File: src/rtl/fcc_pkg.sv
// Shared constants and helpers for the FCC clustering datapath.
// Latency: n/a (package only).
// Backpressure: n/a.
package fcc_pkg;

    localparam int FCC_W    = 16;
    localparam int FCC_TAGW = 16;
    localparam int FCC_CNTW = 16;

    // Width that holds 3*(2^w-1)^2, the largest possible squared distance.
    function automatic int fcc_dw(input int w);
        return 2 * w + 2;
    endfunction

    // Saturating-increment step. It returns 1 when the counter should
    // advance: inc is set and cnt is still below 2^cntw-1. The caller adds
    // the result to its own cntw-bit counter. cntw must be between 1 and 32.
    function automatic logic fcc_sat_inc_en(input logic [31:0] cnt,
                                            input logic        inc,
                                            input int          cntw);
        logic [32:0] max_val;
        max_val = (33'd1 << cntw) - 33'd1;
        return inc && ({1'b0, cnt} < max_val);
    endfunction

endpackage

File: src/rtl/fcc_sq_diff.sv
// One-axis squared difference: S1 subtracts, S2 squares.
// Latency: 2 cycles of i_adv.
// Backpressure: both stages hold while i_adv is low.
module fcc_sq_diff #(
    parameter int W = 16
) (
    input  logic                clk,
    input  logic                i_adv,
    input  logic signed [W-1:0] i_a,
    input  logic signed [W-1:0] i_b,
    output logic [2*W-1:0]      o_sq
);

    logic signed [W:0]     r_diff;
    logic [2*W-1:0]        r_sq;
    logic signed [2*W-1:0] w_dext;
    logic [2*W-1:0]        w_sq;

    // The sign-extended result of the W+1 bit subtraction cannot overflow.
    // |diff| <= 2^W-1, so the square fits in 2W bits without sign.
    assign w_dext = {{(W-1){r_diff[W]}}, r_diff};
    assign w_sq   = w_dext * w_dext;
    assign o_sq   = r_sq;

    // S1 difference and S2 square. Each stage advances with the pipe.
    always_ff @(posedge clk) begin
        if (i_adv) begin
            r_diff <= {i_a[W-1], i_a} - {i_b[W-1], i_b};
            r_sq   <= w_sq;
        end
    end

endmodule

File: src/rtl/fcc_dist_cmp_pipe.sv
// Squared distance of candidate B to query A, compared with eps2 and counted per batch.
// Latency: 3 cycles. Throughput: 1 beat per cycle.
// Backpressure: global stall. in_ready = !out_valid | out_ready, and every stage holds when it is low.
module fcc_dist_cmp_pipe
    import fcc_pkg::*;
#(
    parameter int  W    = FCC_W,
    parameter int  TAGW = FCC_TAGW,
    parameter int  CNTW = FCC_CNTW,
    localparam int DW   = fcc_dw(W)
) (
    input  logic                clk,
    input  logic                rst,
    input  logic                in_valid,
    output logic                in_ready,
    input  logic                in_last,
    input  logic [TAGW-1:0]     in_tag,
    input  logic signed [W-1:0] ax,
    input  logic signed [W-1:0] ay,
    input  logic signed [W-1:0] az,
    input  logic signed [W-1:0] bx,
    input  logic signed [W-1:0] by,
    input  logic signed [W-1:0] bz,
    input  logic [DW-1:0]       eps2,
    output logic                out_valid,
    input  logic                out_ready,
    output logic [DW-1:0]       out_dist2,
    output logic                out_within,
    output logic [TAGW-1:0]     out_tag,
    output logic                out_last,
    output logic [CNTW-1:0]     out_count
);

    logic            w_adv;
    logic [2*W-1:0]  w_sqx, w_sqy, w_sqz;
    logic [DW-1:0]   w_sum;
    logic            w_within;
    logic [CNTW-1:0] w_cnt_next;

    // Sideband bits travel next to the axis data. Each stage has its own valid bit.
    logic            r_v1, r_v2;
    logic [TAGW-1:0] r_tag1, r_tag2;
    logic            r_last1, r_last2;
    logic [DW-1:0]   r_eps1, r_eps2;
    logic [CNTW-1:0] r_cnt;

    logic            r_out_valid;
    logic [DW-1:0]   r_out_dist2;
    logic            r_out_within;
    logic [TAGW-1:0] r_out_tag;
    logic            r_out_last;
    logic [CNTW-1:0] r_out_count;

    assign w_adv    = !r_out_valid || out_ready;
    assign in_ready = w_adv;

    fcc_sq_diff #(.W(W)) u_sq_x (.clk(clk), .i_adv(w_adv), .i_a(ax), .i_b(bx), .o_sq(w_sqx));
    fcc_sq_diff #(.W(W)) u_sq_y (.clk(clk), .i_adv(w_adv), .i_a(ay), .i_b(by), .o_sq(w_sqy));
    fcc_sq_diff #(.W(W)) u_sq_z (.clk(clk), .i_adv(w_adv), .i_a(az), .i_b(bz), .o_sq(w_sqz));

    assign w_sum      = DW'(w_sqx) + DW'(w_sqy) + DW'(w_sqz);
    assign w_within   = (w_sum <= r_eps2);
    assign w_cnt_next = r_cnt + CNTW'(fcc_sat_inc_en(32'(r_cnt), w_within, CNTW));

    // Move valid, tag, last and eps2 through S1 and S2. Load the S3 outputs and update the batch count.
    always_ff @(posedge clk) begin
        if (rst) begin
            r_v1         <= 1'b0;
            r_v2         <= 1'b0;
            r_tag1       <= '0;
            r_tag2       <= '0;
            r_last1      <= 1'b0;
            r_last2      <= 1'b0;
            r_eps1       <= '0;
            r_eps2       <= '0;
            r_cnt        <= '0;
            r_out_valid  <= 1'b0;
            r_out_dist2  <= '0;
            r_out_within <= 1'b0;
            r_out_tag    <= '0;
            r_out_last   <= 1'b0;
            r_out_count  <= '0;
        end else if (w_adv) begin
            r_v1        <= in_valid;
            r_tag1      <= in_tag;
            r_last1     <= in_last;
            r_eps1      <= eps2;
            r_v2        <= r_v1;
            r_tag2      <= r_tag1;
            r_last2     <= r_last1;
            r_eps2      <= r_eps1;
            r_out_valid <= r_v2;
            if (r_v2) begin
                r_out_dist2  <= w_sum;
                r_out_within <= w_within;
                r_out_tag    <= r_tag2;
                r_out_last   <= r_last2;
                r_out_count  <= w_cnt_next;
                r_cnt        <= r_last2 ? '0 : w_cnt_next;
            end
        end
    end

    assign out_valid  = r_out_valid;
    assign out_dist2  = r_out_dist2;
    assign out_within = r_out_within;
    assign out_tag    = r_out_tag;
    assign out_last   = r_out_last;
    assign out_count  = r_out_count;

endmodule

File: config.mk
export PLATFORM = sky130hd
export DESIGN_NAME = fcc_dist_cmp_pipe
export DESIGN_NICKNAME = d
export VERILOG_FILES = /design/src/rtl/fcc_pkg.sv /design/src/rtl/fcc_sq_diff.sv /design/src/rtl/fcc_dist_cmp_pipe.sv
export SDC_FILE = /design/constraint.sdc
export NUM_CORES = 2
export LEC_CHECK = 0
export CAP_MARGIN = 20
export CELL_PAD_IN_SITES_DETAIL_PLACEMENT = 0
export CELL_PAD_IN_SITES_GLOBAL_PLACEMENT = 1
export CORE_MARGIN = 5
export CORE_UTILIZATION = 28
export DETAILED_ROUTE_END_ITERATION = 12
export HOLD_SLACK_MARGIN = 0.03
export PLACE_DENSITY_LB_ADDON = 0.15
export SYNTH_ARGS = -nofsm -noshare
export SYNTH_HDL_FRONTEND = slang
export SYNTH_SLANG_ARGS = --single-unit
File: constraint.sdc
create_clock -name clk -period 20.4 [get_ports clk]
set_clock_uncertainty 0.1 [all_clocks]
set_input_delay 6.12 -clock clk [delete_from_list [all_inputs] [get_ports clk]]
set_output_delay 6.12 -clock clk [all_outputs]
set_load 0.02 [all_outputs]
=== Word-level counts from Yosys, hierarchy flattened ===
Index checks and enable logic that the tools add are counted.

* Add/subtract/negate cells: 6
* Multiply operators: 3
* Magnitude comparators: 2
* Muxes and demuxes: 1
* Reduce and logical (&&, ||, !) cells: 4

{| class="wikitable"
|+ Operator list
! cell !! count
|-
| multiplier 17 x 17 -> 32 bit || 3
|-
| subtractor 16 x 16 -> 17 bit || 3
|-
| adder 33 x 32 -> 34 bit || 1
|-
| <= comparator 34 bit || 1
|-
| adder 32 x 32 -> 33 bit || 1
|-
| adder 16 x 1 -> 16 bit || 1
|-
| < comparator 16 bit, second input constant || 1
|-
| two-way mux 16 bit || 1
|-
| AND reduction 2 bit || 1
|-
| logical AND 1 bit || 1
|-
| zero test 1 bit || 1
|-
| logical OR 1 bit || 1
|}

* Register bits: 336
* Output and inout bits: 70

=== Depth between registers and ports, before layout ===
* Depth in word-level cells: 6
* Mapped depth: 29
* Depth with buffers taken out: 29

=== By module ===
A second synthesis with hierarchy kept.

* Cell total of the unflattened synthesis: 4906
* Area, all modules: 45512.4 sq um

{| class="wikitable"
|+ Modules (own cells, without submodules)
! module !! times used !! cells an instance !! area each (sq um) !! sequential area each (sq um)
|-
| fcc_sq_diff at u_sq_x || 1 || 1211 || 11783.8 || 1441.4
|-
| fcc_sq_diff at u_sq_y || 1 || 1196 || 11737.5 || 1441.4
|-
| fcc_sq_diff at u_sq_z || 1 || 1183 || 11607.4 || 1441.4
|-
| fcc_dist_cmp_pipe || 1 || 1316 || 10383.7 || 3783.6
|}

=== Worst setup path after synthesis ===
Ideal clock, no wire load.

* Kind: input to output
* Start point: input out_ready
* End point: output in_ready
* Arrival: 10664 ps
* Required time: 14180 ps
* Setup slack: 3516 ps
* Stages on the path: 4
* Cells stage by stage: nor2b_1 > clkbuf_1 > inv_2 > clkbuf_1

* Longest elaborated chain between the ends: 1

{| class="wikitable"
|+ RTL lines
! item !! RTL line !! RTL
|-
| from (decl) || fcc_dist_cmp_pipe.sv:26 || <nowiki>input logic out_ready,</nowiki>
|-
| logical OR 1 bit || fcc_dist_cmp_pipe.sv:54 || <nowiki>assign w_adv = !r_out_valid || out_ready;</nowiki>
|-
| to (decl) || fcc_dist_cmp_pipe.sv:15 || <nowiki>output logic in_ready,</nowiki>
|}

Every way passes these cells.

=== Final worst setup path ===
Ends and elaborated chain as after synthesis.

==> out/metrics.yaml <==
route:
  viasPerCell: 4.332
  drc: 0
  postRouteAntennaNets: 0
  routed_wl_microns: 114800
  drtIter0Drc: 1159
  via_count: 29680
  wl_per_cell_microns: 16.76
  dr.pass1.iters: 5
place:
  dp_worst_setup_slack_ns: 6.396
  place_congestion: 0.7635
  port-buffer-count: 220
  dp_hpwl_microns: 93280
clock_tree:
  clk-insertion-delay-late_ns: 0.62
  cts.clk_slew.worst_paths_ns: 0.06
  htreeDepth: 2
  cts_tree: "yes"
  clock_path_buffers: 3
  cts_setup_buffers: 0
  cts_root_buffer: "clkbuf_16"
  clock_sinks: 333
  cts_hold_buf: 0
  cts_resized: 0
  cts-buffers-inserted: 45
floorplanning:
  fp.dieArea_sq_um: 165100
  pin_count: 221
  die_w_microns: 406.3
  core-area_sq_um: 156200
  initial_core_util_pct: 28.16
  fp.dieH_microns: 406.3
  rows: 145
synthesis:
  synth_seq_cells: 333
  synth_cell_types: 75
  synthSimpleGateAreaFrac_pct: 12.32
  netlist_area_sq_um: 43980
  yosysWarnings: 0
  ys_top_cells_by_area: "fa_1 (37%), ha_1 (10%), edfxtp_1 (9.8%)"
  synth_ff_type: "dfxtp_1"
  synth_adder_area_share_pct: 47.04
  post-synth-top-area-fraction_pct: 36.82
  synthMuxAreaShare_pct: 0.07681
  synth_edf_count: 144
  synth_top_family_by_area: "adder cells"
  yosysSeqAreaShare_pct: 18.43
  synth-compound-area-share_pct: 8.270
  yosysTopAreaCell: "fa_1"
  ys_async_sr_fraction_pct: 0
  synthXorXnorAreaFrac_pct: 4.179
  syn_avg_cell_area_sq_um: 9.566
  syn_inst: 4598
setup_path:
  cp-start-kind: "input pin"
  crit_start: "out_ready"
  rr_startpoint: "u_sq_z.r_diff[5]$_DFFE_PN_"
  cp_data_required_time_ns: 14.18
  worstPathArrival_ns: 7.75
  criticalPathCategory: "input pin to output pin"
  cp_max_fo: 19
  cp-end-kind: "output pin"
grt:
  grt_pass1_vias: 32910
  grt_pass1_wl_microns: 186400
  grt_max_degree: 101
  overflow: 0
  grt_antenna_before_repair: 3
  grt_util_all_layers_pct: 14.33
timing:
  hold_viol_final: 0
  setup_viol: 0
  slew_viol_final: 0
  finalSetupTns_ns: 0
  rsz0062_at_grt: "false"
  fin_ws_ns: 6.427
  worstMarginPinSlew_ns: 1.070
  period_share_pct: 68.50
  maxSlewHeadroom_pct: 28.65
  fmax_mhz: 71.56
  fin_crit_ns: 13.97
run_status:
  status: "finished, final reports clean"
cells_and_area:
  nets: 6075
  layout-drive-gt1-share_pct: 2.608
  fillerInstances: 16380
  insertedDiodeCount: 0
  area_growth_pct: 13.67
  area.sequential_sq_um: 8108
  multiInputGateArea_sq_um: 31640
run:
  cap_violations: 0
hold_path:
  hp-class: "flop to flop"
  min_from: "r_tag2[12]$_SDFFE_PP0N_"
-- per-layer routing --
| layer | vias up | global-route usage [%] | routed length (microns) |
|---|---|---|---|
| li1 | 14560 | - | - |
| met4 | 0 | 2.013 | 1316 |
| met5 | - | 0 | 0 |
| met2 | 332 | 23.46 | 51980 |
| met1 | 14730 | 20.79 | 57620 |
| met3 | 60 | 1.818 | 3909 |
-- per-stage QoR --
step | cell area [sq um] | util [%] | hold WS [ns] | std cells
4_1_cts | 49990 | 32.00 | 0.3393 | 6851
2_1_floorplan | 43990 | - | 0.3319 | 4600
3_3_place_gp | 48460 | 31.02 | 0.3388 | 6767
3_5_place_dp | 48460 | 31.02 | 0.3440 | 6767
6_report | 49990 | 32.00 | 0.3501 | 6851
5_1_grt | 49990 | 32.00 | 0.3615 | 6851
-- flip-flops by register name, indices dropped and copies added, names as in the netlist, 17 cells and up --
signal	cells
r_eps2	34
u_sq_z.r_diff	17
u_sq_y.r_diff	17
u_sq_x.o_sq	31
out_dist2	34
u_sq_y.o_sq	31
u_sq_x.r_diff	17
r_eps1	34
u_sq_z.o_sq	31
-- cell families (layout without fill, tap and decap cells) --
logic type | count (synthesis) | after routing
compound gates | 589 | 589
buf+inv | 1134 | 1327
xor+xnor | 209 | 209
other cells | 1 | 3
flops | 333 | 333
mux | 3 | 3
fa+ha+maj | 1168 | 1168
simple gates | 1161 | 1161
-- Yosys cell counts, drive strengths merged (9+ instances only) --
cell and instances:
o21ai 81, or2 9, a31oi 17, a21o 65, a211o 9, nand4 15, o21bai 19, clkbuf 126
ha 359, nand2b 36, xor2 54, nor3 45, or3 17, and3 21, a2111oi 9, fa 809
edfxtp 144, a21oi 269, nand2 561, inv 998, dfxtp 189, xnor2 155, o21a 27, a211oi 22
nor2 158, nand3 36, nor2b 37, and2 203
-- critical path: stages --
cell             delay, ns
clkdlybuf4s50_1       0.44
nor2b_4               0.37
inv_8                 0.17
clkdlybuf4s50_1       0.60
-- path summary, 6_finish.rpt --
path / endpoint / slack, ns / depth (start not counted)
worst max register to register: u_sq_z.o_sq[31]$_DFFE_PN_ / 12.30 / 19
worst min-delay path: r_tag2[12]$_SDFFE_PP0N_ / 0.35 / 2
worst min register to register: r_tag2[12]$_SDFFE_PP0N_ / 0.35 / 2
worst max-delay path: in_ready / 6.43 / 4
-- layout by cell type, fill, tap and decap left out, types with 6 or more instances in the layout --
master / synthesis / layout
clkbuf_16: 0 / 45
inv_1: 996 / 996
o211ai_1: 8 / 8
nand2b_1: 36 / 36
nor2b_1: 37 / 36
fa_1: 809 / 809
a2111oi_0: 7 / 7
xor2_1: 54 / 54
or2_2: 9 / 9
xnor2_1: 154 / 154
o21ai_0: 76 / 76
nand3b_1: 6 / 6
nand4_1: 15 / 15
clkinv_2: 0 / 11
buf_4: 0 / 23
and3_1: 21 / 21
nor2_1: 158 / 158
and4_1: 6 / 6
o21bai_1: 18 / 18
clkinv_1: 2 / 6
ha_1: 359 / 359
clkbuf_1: 126 / 9
a31oi_1: 17 / 17
a21o_1: 65 / 65
or3_1: 17 / 17
nor3_1: 45 / 45
edfxtp_1: 144 / 144
a21boi_0: 6 / 6
o22ai_1: 6 / 6
dfxtp_1: 189 / 189
a211oi_1: 22 / 22
nand3_1: 36 / 36
and2_1: 203 / 202
nand2_1: 561 / 560
a21oi_1: 269 / 269
o21a_1: 27 / 27
clkdlybuf4s50_1: 0 / 219
a211o_1: 9 / 9
-- layout make-up --
cell class | count | share of cell area, %
clock buffers | 57 | 2.403
clock inverters | 27 | 0.6682
inverters | 1000 | 7.523
multi-input cells | 3133 | 63.28
flip-flops and latches | 333 | 16.22
well taps | 2058 | 5.151
repair buffers | 243 | 4.753
Power is not shown: default switching activity piles up to over one toggle a cycle in this logic, so the estimate is an artifact.
